===== config.mk =====
export PLATFORM = sky130hd
export DESIGN_NAME = mac_feeder
export DESIGN_NICKNAME = d
export VERILOG_FILES = /design/src/rtl/mac_pkg.sv /design/src/rtl/operand_buffer.sv /design/src/rtl/mac_feeder.sv
export SDC_FILE = /design/constraint.sdc
export NUM_CORES = 1
export LEC_CHECK = 0
export ABC_CLOCK_PERIOD_IN_PS = 3000
export BUFFER_PORTS_ARGS = -buffer_cell sky130_fd_sc_hd__buf_2
export CAP_MARGIN = 10
export CORE_UTILIZATION = 35
export CTS_BUF_LIST = sky130_fd_sc_hd__clkbuf_4 sky130_fd_sc_hd__clkbuf_8 sky130_fd_sc_hd__clkbuf_16
export CTS_CLUSTER_DIAMETER = 200
export DETAILED_ROUTE_END_ITERATION = 10
export PLACE_DENSITY_LB_ADDON = 0.05
export SETUP_SLACK_MARGIN = 0.1
export SLEW_MARGIN = 40
export SYNTH_ARGS = -nofsm -noshare
export SYNTH_HDL_FRONTEND = slang
export SYNTH_HIERARCHICAL = 1
export SYNTH_SLANG_ARGS = --single-unit

===== constraint.sdc =====
create_clock -name clk -period 3 [get_ports clk]
set_input_delay 0.3 -clock clk [delete_from_list [all_inputs] [get_ports clk]]
set_output_delay 0.3 -clock clk [all_outputs]
set_load 0.01 [all_outputs]

===== src/rtl/mac_pkg.sv =====
// Shared definitions for the MAC operand feeder.
//   state_e  : feeder FSM states
//   MacLat   : cycles from operand presentation to inclusion in the mac output
//   DefWidth : default operand/result width
//   DefDepth : default maximum vector length
package mac_pkg;

  localparam int unsigned MacLat   = 3;
  localparam int unsigned DefWidth = 16;
  localparam int unsigned DefDepth = 16;

  typedef enum logic [2:0] {
    StIdle,
    StClear,
    StFeed,
    StDrain,
    StDone
  } state_e;

endpackage


===== src/rtl/operand_buffer.sv =====
// Activation and weight register files sharing one write port and one read index.
//   clk, rstb : clock, async active-low reset (contents cleared to 0)
//   we_i      : write strobe
//   sel_i     : 0 = activation file, 1 = weight file
//   waddr_i   : write address
//   wdata_i   : write data
//   raddr_i   : shared read index
//   act_o     : activation at raddr_i (combinational read)
//   wt_o      : weight at raddr_i (combinational read)
module operand_buffer
  import mac_pkg::*;
#(
  parameter int unsigned WIDTH  = DefWidth,
  parameter int unsigned DEPTH  = DefDepth,
  parameter int unsigned ADDR_W = 4
) (
  input  logic              clk,
  input  logic              rstb,
  input  logic              we_i,
  input  logic              sel_i,
  input  logic [ADDR_W-1:0] waddr_i,
  input  logic [WIDTH-1:0]  wdata_i,
  input  logic [ADDR_W-1:0] raddr_i,
  output logic [WIDTH-1:0]  act_o,
  output logic [WIDTH-1:0]  wt_o
);

  logic [WIDTH-1:0] act_q [DEPTH];
  logic [WIDTH-1:0] wt_q  [DEPTH];

  always_ff @(posedge clk or negedge rstb) begin
    if (!rstb) begin
      for (int i = 0; i < DEPTH; i++) begin
        act_q[i] <= '0;
        wt_q[i]  <= '0;
      end
    end else if (we_i) begin
      if (sel_i) wt_q[waddr_i]  <= wdata_i;
      else       act_q[waddr_i] <= wdata_i;
    end
  end

  assign act_o = act_q[raddr_i];
  assign wt_o  = wt_q[raddr_i];

endmodule


===== src/rtl/mac_feeder.sv =====
// Streams stored activation/weight vectors into an external pipelined mac and
// captures the accumulated dot product once the pipeline has drained.
//   clk, rstb            : clock, async active-low reset
//   load_en/sel/addr/data: operand buffer write port (ignored while busy)
//   start, len           : begin a dot product of len elements (clamped to DEPTH)
//   busy, done           : operation in progress / one-cycle completion pulse
//   result               : captured dot product, held until next capture
//   mac_a, mac_b         : operands presented to the mac
//   mac_clear_n          : active-low mac accumulator clear
//   mac_out              : accumulated output returned by the mac
// All outputs are registered: next values are decoded alongside the next state.
module mac_feeder
  import mac_pkg::*;
#(
  parameter int unsigned WIDTH   = DefWidth,
  parameter int unsigned DEPTH   = DefDepth,
  parameter int unsigned ADDR_W  = 4,
  parameter int unsigned MAC_LAT = MacLat
) (
  input  logic                    clk,
  input  logic                    rstb,
  input  logic                    load_en,
  input  logic                    load_sel,
  input  logic [ADDR_W-1:0]       load_addr,
  input  logic signed [WIDTH-1:0] load_data,
  input  logic                    start,
  input  logic [ADDR_W:0]         len,
  output logic                    busy,
  output logic                    done,
  output logic signed [WIDTH-1:0] result,
  output logic signed [WIDTH-1:0] mac_a,
  output logic signed [WIDTH-1:0] mac_b,
  output logic                    mac_clear_n,
  input  logic signed [WIDTH-1:0] mac_out
);

  localparam int unsigned    DrW    = $clog2(MAC_LAT + 1);
  localparam logic [ADDR_W:0] LenMax = (ADDR_W + 1)'(DEPTH);
  localparam logic [ADDR_W:0] IdxOne = (ADDR_W + 1)'(1);
  localparam logic [DrW-1:0]  DrLast = DrW'(MAC_LAT - 1);
  localparam logic [DrW-1:0]  DrOne  = DrW'(1);

  state_e state_q, state_d;
  logic [ADDR_W:0] len_q, len_d, len_eff;
  logic [ADDR_W:0] idx_q, idx_d;  // index of the next element to present
  logic [DrW-1:0]  dcnt_q, dcnt_d;
  logic            busy_q, busy_d, done_q, done_d, clr_n_q, clr_n_d;
  logic signed [WIDTH-1:0] result_q, result_d, mac_a_q, mac_a_d, mac_b_q, mac_b_d;
  logic [WIDTH-1:0] act_rd, wt_rd;
  logic             buf_we;

  // Buffers are frozen for the whole busy window; IDLE and DONE accept writes.
  assign buf_we  = load_en && (state_q == StIdle || state_q == StDone);
  assign len_eff = (len > LenMax) ? LenMax : len;

  operand_buffer #(
    .WIDTH  (WIDTH),
    .DEPTH  (DEPTH),
    .ADDR_W (ADDR_W)
  ) u_buf (
    .clk     (clk),
    .rstb    (rstb),
    .we_i    (buf_we),
    .sel_i   (load_sel),
    .waddr_i (load_addr),
    .wdata_i (load_data),
    .raddr_i (idx_q[ADDR_W-1:0]),
    .act_o   (act_rd),
    .wt_o    (wt_rd)
  );

  always_comb begin
    state_d  = state_q;
    len_d    = len_q;
    idx_d    = idx_q;
    dcnt_d   = dcnt_q;
    busy_d   = 1'b0;
    done_d   = 1'b0;
    clr_n_d  = 1'b1;
    result_d = result_q;
    mac_a_d  = '0;
    mac_b_d  = '0;
    unique case (state_q)
      StIdle: begin
        if (start) begin
          if (len == '0) begin
            state_d  = StDone;
            done_d   = 1'b1;
            result_d = '0;
          end else begin
            state_d = StClear;
            len_d   = len_eff;
            idx_d   = '0;
            busy_d  = 1'b1;
            clr_n_d = 1'b0;
          end
        end
      end
      StClear: begin
        state_d = StFeed;
        busy_d  = 1'b1;
        mac_a_d = act_rd;
        mac_b_d = wt_rd;
        idx_d   = idx_q + IdxOne;
      end
      StFeed: begin
        busy_d = 1'b1;
        if (idx_q == len_q) begin
          state_d = StDrain;
          dcnt_d  = '0;
        end else begin
          mac_a_d = act_rd;
          mac_b_d = wt_rd;
          idx_d   = idx_q + IdxOne;
        end
      end
      StDrain: begin
        if (dcnt_q == DrLast) begin
          state_d  = StDone;
          done_d   = 1'b1;
          result_d = mac_out;
        end else begin
          dcnt_d = dcnt_q + DrOne;
          busy_d = 1'b1;
        end
      end
      StDone: state_d = StIdle;
      default: state_d = StIdle;
    endcase
  end

  always_ff @(posedge clk or negedge rstb) begin
    if (!rstb) begin
      state_q  <= StIdle;
      len_q    <= '0;
      idx_q    <= '0;
      dcnt_q   <= '0;
      busy_q   <= 1'b0;
      done_q   <= 1'b0;
      clr_n_q  <= 1'b1;
      result_q <= '0;
      mac_a_q  <= '0;
      mac_b_q  <= '0;
    end else begin
      state_q  <= state_d;
      len_q    <= len_d;
      idx_q    <= idx_d;
      dcnt_q   <= dcnt_d;
      busy_q   <= busy_d;
      done_q   <= done_d;
      clr_n_q  <= clr_n_d;
      result_q <= result_d;
      mac_a_q  <= mac_a_d;
      mac_b_q  <= mac_b_d;
    end
  end

  assign busy        = busy_q;
  assign done        = done_q;
  assign result      = result_q;
  assign mac_a       = mac_a_q;
  assign mac_b       = mac_b_q;
  assign mac_clear_n = clr_n_q;

endmodule


==> impl_summary.txt <==
----------------------------------------------------
[Synth]
  Synthesis Warnings ... 6
  Mean instance size in the synthesized netlist ... 15.5 µm²
  Area share of the leading cell type in the synthesized netlist ... 56.4%
  Dominant synthesized flop cell ... sky130_fd_sc_hd__dfrtp_1
  Largest cells by area after synthesis ... sky130_fd_sc_hd__dfrtp_1, sky130_fd_sc_hd__mux2_2, sky130_fd_sc_hd__mux4_2
  Share of the yosys chip area belonging to registers ... between 50% and 60%
  Netlist area before placement ... between 20000 and 30000 µm²
  Top cells by count, synth ... sky130_fd_sc_hd__dfrtp_1, sky130_fd_sc_hd__mux2_2, sky130_fd_sc_hd__mux4_2, sky130_fd_sc_hd__clkbuf_1, sky130_fd_sc_hd__a22oi_1
  Post-synth top area cell ... sky130_fd_sc_hd__dfrtp_1
  Number of instances in the synthesized netlist ... between 1500 and 2000
  Count of different cell masters after synthesis ... 57
  Synth Register Bits ... about 580
  Cell with the most instances after synthesis ... sky130_fd_sc_hd__dfrtp_1
  Number of flops mapped to enable cells by yosys ... 0
  Syn nets ... around 1700
  FFs w/ async S/R, synth ... between 90% and 100%

[Detailed routing]
  Via/cell ratio ... around 5.2
  Total wire length ... about 65000 µm
  Total via count after detailed routing ... 14295
  Final routed DRC violation total ... 0
  ANT nets after route ... 0
  Detailed Routing Iterations Pass 1 ... 4
  Detailed-route wire length per cell ... around 23 µm
  DRT iter0 DRCs ... ~650

[Power]
  Switching part of the total ... about 29%
  Part of the total power dissipated in sequential elements ... between 40% and 50%
  Highest ir drop seen on vdd ... around 0.00062 V
  Switching power total ... around 7.1 mW
  Comb pwr share ... roughly a quarter
  Portion of total power attributed to the clock network ... a little over a third
  Internal power consumption ... roughly 17 mW
  Leakage power ... 14.4 nW
  Cell area power density ... between 800 and 900 nW/µm²

[Floorplan]
  Site row count ... just under 100
  Die area ... 74200 µm²
  Initial standard-cell utilization of the core ... a little over a third
  Die width ... 272 µm
  Number of I/O pins ... 97
  Overall die height ... roughly 270 µm
  Core Area ... about 72000 µm²

[Placement]
  Half-perimeter wire length after placement ... around 40000 µm
  Placer Congestion ... roughly 0.73
  Buffers on Ports ... 96

[Clock tree]
  CTS Buf Count ... 70
  Post-CTS clock slew at the launch and capture registers of the worst setup and hold paths ... ~0.060 ns
  Clock Tree Root ... sky130_fd_sc_hd__clkbuf_16
  Sinks on the clock net ... roughly 580
  TritonCTS clock tree ... done
  Number of gates resized after CTS ... 0
  Clock insertion delay at the later pin of the skew report ... around 0.60 ns
  Number of H-tree branching levels ... 3
  Number of buffers between clock root and the deepest sink ... 3

[STA]
  Final Max Tran Viols ... 0
  Fmax ... approximately 420 MHz
  Clock skew after layout ... 0.0150 ns
  Accumulated negative setup slack ... 0 ns
  WHS ... 0.258 ns
  Final setup violating endpoints ... 0
  Worst slew pin tran ... 0.704 ns
  Fin. Hold Viols ... 0
  Unrepaired setup endpoints after global routing ... no
  Period utilization ... approximately four fifths
  Max_slew headroom ... 53.0%
  Final worst path period need ... 2.41 ns

[Critical path]
  Capturing element type of the critical path ... flop
  Master of the slowest instance on the critical path ... sky130_fd_sc_hd__or3_1
  Critical path launch point type ... flop
  CP max stage delay ... approximately 0.47 ns
  Required time of the critical path ... between 3 and 4 ns
  Largest fanout on the critical path ... 13
  Worst setup path category ... reg -> reg
  Signal arrival time at the worst endpoint ... between 2 and 3 ns
  Cell breakdown of the critical path ... nor2_4, and2_1, nand4b_1, or3_1, buf_4, mux2_1
  Kind of cell with the highest combined delay on the critical path ... simple AND/OR/NAND/NOR gates
  Critical path buffers and inverters ... 1

[Cells and area]
  Area added between synthesis and finish ... 17.3%
  Diode insertion count for antenna repair ... 0
  Number of nets in the layout ... approximately 1800
  Layout cell share with drive strength beyond 1 ... 52.0%
  Filler cell count in the final layout ... 6600

[GRT]
  Total global routing track utilization ... 18.1%
  Vias in the first global route ... approximately 16000
  Overflow after GRT ... 0
  First-pass GRT wire length ... just over 100000 µm
  Maximum number of pins on one net before global-route repair ... 75
  Number of antenna violations at the first check in global routing ... 0

[Run]
  Max-cap violations ... 0

[Hold path]
  Worst hold-check path type ... in -> reg

[Run status]
  Status ... finished, final reports clean

----------------------------------------------------
==> worst register-to-register path: stages, from the launching register on <==
cell and delay (ns):
sky130_fd_sc_hd__dfrtp_1 0.41, sky130_fd_sc_hd__nor2_4 0.18, sky130_fd_sc_hd__and2_1 0.35, sky130_fd_sc_hd__nand4b_1 0.28, sky130_fd_sc_hd__or3_1 0.47, sky130_fd_sc_hd__buf_4 0.25
sky130_fd_sc_hd__mux2_1 0.34
==> stage by stage <==
step	total power [mW]	util (%)	worst slack, ns	cells	area (µm²)
floorplan	13.8	-	0.788	1648	25600
global placement	15.8	38.0	0.667	2611	27400
detailed placement	15.9	38.0	0.591	2611	27400
CTS	24.8	41.7	0.575	2761	30000
global route	25.6	41.7	0.361	2761	30000
finish	24.3	41.7	0.595	2761	30000
==> flip-flops by register name, summed over array words and instances (netlist names) <==
signal and count:
busy 1, dcnt_q 2, u_buf/wt_q 256, result 16, mac_b 16, len_q 5, done 1, mac_clear_n 1
u_buf/act_q 256, mac_a 16, state_q 3, idx_q 5
==> area by class of cell <==
class	instances	area (µm²)	share of cell area, %
well taps	950	1190	3.96
multi-input cells	912	10500	34.9
flip-flops and latches	578	14500	48.2
clock inverters	18	175	0.583
inverters	9	33.8	0.112
repair buffers	188	1450	4.82
clock buffers	106	2220	7.39
==> what timing repair did <==
item	4_1_cts	5_1_grt
hold endpoints to repair	80	0
hold buffers	26	0
setup buffers	0	0
==> kinds of logic after synthesis <==
| group | synth area share, % |
|---|---|
| adders and majority gates | 0.0978 |
| AOI/OAI and AO/OA | 3.34 |
| DFF | 56.5 |
| buffers and inverters | 2.73 |
| muxes | 33.8 |
| xor gates and xnor gates | 0.235 |
| and+or+nand+nor | 3.24 |
==> cells in the final DEF (no fill, tap or decap), types with 20 or more instances in the layout <==
cell,instances
sky130_fd_sc_hd__a22oi_1,67
sky130_fd_sc_hd__buf_2,95
sky130_fd_sc_hd__buf_4,50
sky130_fd_sc_hd__clkbuf_16,73
sky130_fd_sc_hd__clkbuf_8,23
sky130_fd_sc_hd__dfrtp_1,575
sky130_fd_sc_hd__dlygate4sd3_1,26
sky130_fd_sc_hd__mux2_1,20
sky130_fd_sc_hd__mux2_2,492
sky130_fd_sc_hd__mux4_2,128
sky130_fd_sc_hd__nand2_1,48
sky130_fd_sc_hd__nor2b_1,34
==> metal layers <==
metal / GRT usage [%] / part of all wire (%)
met1: 24.6 / 46
met3: 2.81 / 2.7
met5: 0 / 0
met2: 30.4 / 49
met4: 4.54 / 2.2
==> path summary, 6_finish.rpt <==
kind	startpoint	to	slack [ns]	cells past startpoint
setup / recovery	state_q[0]$_DFFE_PN0P_	u_buf/act_q[199]$_DFFE_PN0P_	0.59	6
hold / removal	start	idx_q[0]$_DFFE_PN0P_	0.26	3
setup reg to reg	state_q[0]$_DFFE_PN0P_	u_buf/act_q[199]$_DFFE_PN0P_	0.59	6
hold reg to reg	u_buf/wt_q[118]$_DFFE_PN0P_	u_buf/wt_q[118]$_DFFE_PN0P_	0.49	1
max in group asynchronous	rstb	u_buf/wt_q[254]$_DFFE_PN0P_	1.82	3
min in group asynchronous	rstb	len_q[0]$_DFFE_PN0P_	0.31	2
==> power by group through the flow <==
stage	Clock [mW]	Combinational, mW	Sequential (mW)
after floorplan	0	4.03	9.78
after global placement	0	5.85	9.95
final	8.66	5.79	9.85
after global routing	9.27	6.33	10.0
after detailed placement	0	5.92	9.99
after CTS	8.96	5.96	9.86
(Power assumes the default switching activity.)
